==> config.mk <==
export PLATFORM = sky130hd
export DESIGN_NAME = meta_ingress_arb
export DESIGN_NICKNAME = d
export VERILOG_FILES = /design/src/rtl/meta_ingress_arb_pkg.sv /design/src/rtl/meta_ingress_arb_rr_pick.sv /design/src/rtl/meta_ingress_arb.sv
export SDC_FILE = /design/constraint.sdc
export NUM_CORES = 1
export LEC_CHECK = 0
export ABC_AREA = 1
export CORE_AREA = 2 2 300 302
export CTS_BUF_LIST = sky130_fd_sc_hd__clkbuf_4 sky130_fd_sc_hd__clkbuf_8
export CTS_CLUSTER_DIAMETER = 120
export DETAILED_ROUTE_END_ITERATION = 8
export DIE_AREA = 0 0 302 304
export GPL_TIMING_DRIVEN = 0
export PLACE_DENSITY_LB_ADDON = 0.3
export SLEW_MARGIN = 20
export SYNTH_ARGS = -nofsm -noshare
export SYNTH_HDL_FRONTEND = slang
export SYNTH_SLANG_ARGS = --single-unit
export TNS_END_PERCENT = 1
==> constraint.sdc <==
create_clock -name clk -period 3.8 [get_ports clk]
set_clock_uncertainty 0.05 [all_clocks]
set_input_delay 0.76 -clock clk [delete_from_list [all_inputs] [get_ports clk]]
set_output_delay 0.76 -clock clk [all_outputs]
set_load 0.01 [all_outputs]
==> src/rtl/meta_ingress_arb_pkg.sv <==
// Shared field widths and FSM encoding for the metadata ingress arbiter.
package meta_pkg;

    localparam int TUPLE_W = 104;
    localparam int SIZE_W  = 16;
    localparam int FLAG_W  = 8;
    localparam int WIND_W  = 16;

    typedef enum logic [1:0] {
        ST_IDLE  = 2'd0,
        ST_SERVE = 2'd1,
        ST_PAUSE = 2'd2
    } state_e;

endpackage

==> src/rtl/meta_ingress_arb_rr_pick.sv <==
// Rotate-priority encoder: first set request at or above start_i, wrapping modulo N.
module rr_pick #(
    parameter int N     = 4,
    parameter int IDX_W = 2
) (
    input  logic [N-1:0]     req_i,
    input  logic [IDX_W-1:0] start_i,
    output logic [IDX_W-1:0] idx_o,
    output logic             found_o
);

    always_comb begin
        idx_o   = '0;
        found_o = 1'b0;
        // Scan farthest-first so the nearest set bit to start_i wins last.
        for (int k = N - 1; k >= 0; k--) begin
            if (req_i[(int'(start_i) + k) % N]) begin
                idx_o   = IDX_W'((int'(start_i) + k) % N);
                found_o = 1'b1;
            end
        end
    end

endmodule

==> src/rtl/meta_ingress_arb.sv <==
// Burst-limited weighted round-robin arbiter feeding parser headers into the metadata generator.
module meta_ingress_arb
    import meta_pkg::*;
#(
    parameter int NUM_PORTS = 4,
    parameter int BURST_MAX = 4,
    parameter int CNT_W     = 32
) (
    input  logic                           clk,
    input  logic                           rst_n,
    input  logic [NUM_PORTS-1:0]           req_v,
    output logic [NUM_PORTS-1:0]           req_rdy,
    input  logic [NUM_PORTS*TUPLE_W-1:0]   req_tuple,
    input  logic [NUM_PORTS*SIZE_W-1:0]    req_size,
    input  logic [NUM_PORTS*FLAG_W-1:0]    req_flag,
    input  logic [NUM_PORTS*WIND_W-1:0]    req_wind,
    input  logic                           ds_ready,
    input  logic                           cfg_en,
    output logic [TUPLE_W-1:0]             ip_tuple,
    output logic [SIZE_W-1:0]              pkt_size,
    output logic [FLAG_W-1:0]              pkt_flag,
    output logic [WIND_W-1:0]              wind_size,
    output logic                           pkt_v,
    output logic [$clog2(NUM_PORTS)-1:0]   src_port,
    output logic                           busy,
    output logic [CNT_W-1:0]               pkt_cnt,
    output logic [1:0]                     dbg_state
);

    localparam int IDX_W = $clog2(NUM_PORTS);

    state_e             state_q, state_d;
    logic [IDX_W-1:0]   rr_ptr_q, rr_ptr_d;
    logic [IDX_W-1:0]   last_win_q, last_win_d;
    logic               last_vld_q, last_vld_d;
    logic [3:0]         burst_cnt_q, burst_cnt_d;

    logic               pkt_v_q;
    logic [TUPLE_W-1:0] tuple_q;
    logic [SIZE_W-1:0]  size_q;
    logic [FLAG_W-1:0]  flag_q;
    logic [WIND_W-1:0]  wind_q;
    logic [IDX_W-1:0]   src_q;
    logic [CNT_W-1:0]   cnt_q;

    logic [IDX_W-1:0]   rr_idx, win;
    logic               rr_found, sticky, grant, any_req;

    function automatic logic [IDX_W-1:0] inc_idx(input logic [IDX_W-1:0] i);
        if (int'(i) >= NUM_PORTS - 1) return '0;
        return i + IDX_W'(1);
    endfunction

    rr_pick #(.N(NUM_PORTS), .IDX_W(IDX_W)) u_pick (
        .req_i   (req_v),
        .start_i (rr_ptr_q),
        .idx_o   (rr_idx),
        .found_o (rr_found)
    );

    // Handshake: a header moves when req_v[i] & req_rdy[i]; req_rdy is one-hot or zero
    // and depends only on registered state plus cfg_en/ds_ready/req_v of this cycle.
    always_comb begin
        any_req = |req_v;
        // last_vld_q keeps the reset value of last_win_q from being treated as history.
        sticky  = last_vld_q && req_v[last_win_q] && (burst_cnt_q < 4'(BURST_MAX));
        win     = sticky ? last_win_q : rr_idx;
        grant   = rst_n && (state_q == ST_SERVE) && cfg_en && ds_ready && (sticky || rr_found);
        req_rdy = grant ? (NUM_PORTS'(1) << win) : '0;
    end

    always_comb begin
        state_d     = state_q;
        rr_ptr_d    = rr_ptr_q;
        last_win_d  = last_win_q;
        last_vld_d  = last_vld_q;
        burst_cnt_d = burst_cnt_q;

        case (state_q)
            ST_IDLE:  if (cfg_en && any_req) state_d = ST_SERVE;
            ST_SERVE: begin
                if (!cfg_en)                 state_d = ST_PAUSE;
                else if (!any_req && !grant) state_d = ST_IDLE;
            end
            ST_PAUSE: if (cfg_en) state_d = any_req ? ST_SERVE : ST_IDLE;
            default:  state_d = ST_IDLE;
        endcase

        if (grant) begin
            last_win_d = win;
            last_vld_d = 1'b1;
            // An exhausted burst restarts at 1 even when the same port wins the rescan.
            if (last_vld_q && (win == last_win_q) && (burst_cnt_q < 4'(BURST_MAX)))
                burst_cnt_d = burst_cnt_q + 4'd1;
            else
                burst_cnt_d = 4'd1;
            if (!sticky || (burst_cnt_d == 4'(BURST_MAX)))
                rr_ptr_d = inc_idx(win);
        end
    end

    always_ff @(posedge clk) begin
        if (!rst_n) begin
            state_q     <= ST_IDLE;
            rr_ptr_q    <= '0;
            last_win_q  <= '0;
            last_vld_q  <= 1'b0;
            burst_cnt_q <= '0;
            pkt_v_q     <= 1'b0;
            tuple_q     <= '0;
            size_q      <= '0;
            flag_q      <= '0;
            wind_q      <= '0;
            src_q       <= '0;
            cnt_q       <= '0;
        end else begin
            state_q     <= state_d;
            rr_ptr_q    <= rr_ptr_d;
            last_win_q  <= last_win_d;
            last_vld_q  <= last_vld_d;
            burst_cnt_q <= burst_cnt_d;
            pkt_v_q     <= grant;
            if (grant) begin
                tuple_q <= req_tuple[win*TUPLE_W +: TUPLE_W];
                size_q  <= req_size[win*SIZE_W +: SIZE_W];
                flag_q  <= req_flag[win*FLAG_W +: FLAG_W];
                wind_q  <= req_wind[win*WIND_W +: WIND_W];
                src_q   <= win;
                if (cnt_q != '1) cnt_q <= cnt_q + CNT_W'(1);
            end
        end
    end

    assign ip_tuple  = tuple_q;
    assign pkt_size  = size_q;
    assign pkt_flag  = flag_q;
    assign wind_size = wind_q;
    assign pkt_v     = pkt_v_q;
    assign src_port  = src_q;
    assign pkt_cnt   = cnt_q;
    assign busy      = (state_q == ST_SERVE);
    assign dbg_state = state_q;

endmodule

==> key figures <==
Run status
  – Status: finished clean

Critical path
  – Worst-path maximum fanout: 9
  – Worst EP arrival: about 2.8 ns
  – Crit start category: primary input
  – Setup slack, reg-to-reg: 0.63 ns
  – Req. time, crit path: 2.99 ns
  – CP Class: primary input to output port
  – Critical path endpoint category: output port

Final layout
  – Commonest non-fill, non-tap cell in the layout: clkdlybuf4s50_1
  – Most frequent cells in the layout: clkdlybuf4s50_1 (760), nand2_1 (412), nor2_1 (233)
  – Area delta synth->final: 83.5%
  – Share of layout cells above drive strength 1: approximately 8.4%
  – Non-Filler Instances: about 3,800
  – Nets: approximately 3,200

Routing
  – DRT antenna net count: 0
  – Drt via density: roughly 4.3
  – Residual DRC: 0
  – Vias after detailed routing: around 16,000
  – First drt pass iteration count: 5
  – WL final: approximately 85 mm
  – Routed len/inst: roughly 22 microns
  – 1st-iter DRT viols: roughly 1,100

Timing
  – Final hold slack: around 0.42 ns
  – Fmax: ~0.28 GHz
  – Period utilization: a little over nine tenths
  – Slew @ Worst Pin: about 1.1 ns
  – Final Hold Violating Endpoints: 0
  – Slew headroom: 27.8%
  – Max Transition Viols Final: 0
  – RSZ-0062 raised after global routing: true
  – Post-layout minimum cycle time: 3.61 ns
  – Setup Viol. Count Final: 0

Power
  – Leakage: between 8 and 9 nW
  – Switching power: ~0.0021 W
  – Sw Ratio: between 30% and 40%
  – Sequential share of power: a little over a third
  – Peak VDD IR: ~0.25 mV
  – Internal: approximately 0.0036 W
  – Comb pwr share: 37.9%
  – Clock share of power: 26.4%
  – Power Dens Cells: 267 nW/um^2

Synth
  – Largest cells by area after synthesis: dfxtp_1 (32%), nand2_1 (13%), o21ai_0 (8.8%)
  – Post-synth EDFFs: 0
  – Post-synth top flop: dfxtp_1
  – Net Count, Synth: roughly 2,400
  – Asr flop ratio synth: 0%
  – Top cell type by total area after synthesis: dfxtp_1
  – Register bit count reported by yosys: 188
  – Share of the synthesized area in the top cell type: between 30% and 40%
  – Avg Cell Area, Syn: between 6 and 7 sq um
  – Yosys cell types: 38
  – Register area share after synthesis: 32.1%
  – Netlist Area Pre-Place: 11,700 sq um
  – Synth Instances: about 1,800
  – Yosys warning total: 0

Placement
  – Cell count after placement: 3,764
  – # port buffers: approximately 770
  – HPWL after detailed placement: roughly 69 mm
  – GP Congestion: 0.953

Die
  – Die extent in y: slightly above 300 microns
  – Initial Util: roughly an eighth
  – CORE AREA: approximately 89,000 sq um
  – I/O Pins: just under 800
  – Die X: ~300 microns
  – Die area: 91,800 sq um
  – # rows: between 100 and 150

CTS
  – Root Driver: clkbuf_8
  – Clk_lat worst skew: slightly below 0.6 ns
  – H-tree levels: 4
  – Clock slew at reported path FFs: roughly 0.11 ns
  – CTS tree: done
  – Clk buf depth: 2
  – TritonCTS Buffers: 17
  – Clock Sink Count: ~190
  – # hold bufs at CTS: 0

GRT
  – GRT met2 Usage: roughly 28%
  – Met3 Track Usage GR: 5.23%
  – First-pass GRT wire length: 117 mm
  – Met1 usage: about a quarter
  – Initial antenna violation count: 15
  – Largest net degree at the start of global routing: 30
  – Grt peak-use layer: met2
  – Vias in the first global route: about 16,000
  – Global route total overflow: 0
  – Tot GR Track Use: 18.0%

Flow run
  – Max-cap viol count: 0

Worst hold path
  – Min-Delay Path Class: flip-flop to flip-flop
==> cells by family after synthesis <==
logic type	Yosys count	share of synthesized area, %
and+or+nand+nor	917	33.7
AOI/OAI and AO/OA	489	23.4
buffers and inverters	204	9.00
DFF	188	32.1
xor gates and xnor gates	16	1.20
adders and majority gates	6	0.641
==> flip-flops by register name, indices dropped and copies added (netlist names) <==
| name | cells |
|---|---|
| ip_tuple | 104 |
| pkt_cnt | 32 |
| pkt_size | 16 |
| wind_size | 16 |
| pkt_flag | 8 |
| burst_cnt_q | 4 |
| dbg_state | 2 |
| rr_ptr_q | 2 |
| src_port | 2 |
| last_vld_q | 1 |
| pkt_v | 1 |
==> repair_timing <==
item | 4_1_cts | 5_1_grt
resized for setup | 33 | 9
setup endpoints to repair | 4 | 4
pin swaps | 2 | 1
gates cloned | 2 | 0
endpoints found under the hold margin | 0 | 0
setup buffers | 9 | 0
==> cell type report <==
class | count | area (sq um)
Antenna cell | 15 | 37.5
Clock buffer | 18 | 248
Sequential cell | 188 | 3770
Timing Repair Buffer | 779 | 7820
Tap cell | 1176 | 1470
Inverter | 54 | 221
Fill cell | 10020 | 67600
Multi-Input combinational cell | 1428 | 6920
Buffer | 144 | 861
Clock inverter | 14 | 148
==> path summary, 6_finish.rpt <==
check | start | to | cells past startpoint
max | req_v[3] | req_rdy[1] | 18
min | burst_cnt_q[3] | burst_cnt_q[3] | 2
max reg2reg | rr_ptr_q[0] | ip_tuple[0] | 16
min reg2reg | burst_cnt_q[3] | burst_cnt_q[3] | 2
==> metrics by stage <==
step                total power [W]  setup TNS, ns  area, sq um  utilization (%)  setup slack (ns)
floorplan                   0.00295              0        11700                -             0.767
global placement            0.00425         -36.10        20900             23.4             -1.48
detailed placement          0.00424         -17.64        20900             23.4             -1.46
CTS                         0.00586              0        21500             24.1            0.0222
global route                0.00606        -0.0351        21500             24.1           -0.0267
finish                      0.00575              0        21500             24.1             0.190
==> cell usage after synthesis, drive strengths merged (13+ instances only) <==
cell type	instances
buf	78
nand3	154
xor2	15
a31oi	14
nor3	13
nor2	306
a31o	14
a21oi	44
o22ai	123
nand2	424
inv	54
clkbuf	72
dfxtp	188
o21ai	277
==> worst max-delay path: stages <==
cell	delay, ns
dlygate4sd2_1	0.29
inv_2	0.07
nand2_1	0.04
o211ai_1	0.08
nand2_1	0.13
nand2_4	0.12
inv_2	0.06
nor2_2	0.11
nand2_2	0.09
o21ai_4	0.07
buf_12	0.15
buf_12	0.15
inv_16	0.06
buf_12	0.14
ha_1	0.17
inv_1	0.06
nor2_1	0.05
buf_2	0.15
==> per-layer routing <==
metal | routed length [microns] | vias up
li1 | - | 7796
met1 | 37400 | 7653
met2 | 38900 | 668
met3 | 6500 | 104
met4 | 2500 | 6
met5 | 35 | -
==> power groups by stage <==
stage / sequential [W] / combinational, W / clock [W]
after global placement: 0.00209 / 0.00216 / 0
after floorplan: 0.00211 / 0.000840 / 0
after global routing: 0.00205 / 0.00234 / 0.00166
after detailed placement: 0.00209 / 0.00214 / 0
after CTS: 0.00205 / 0.00219 / 0.00161
final: 0.00205 / 0.00218 / 0.00152
(Power assumes the default switching activity.)
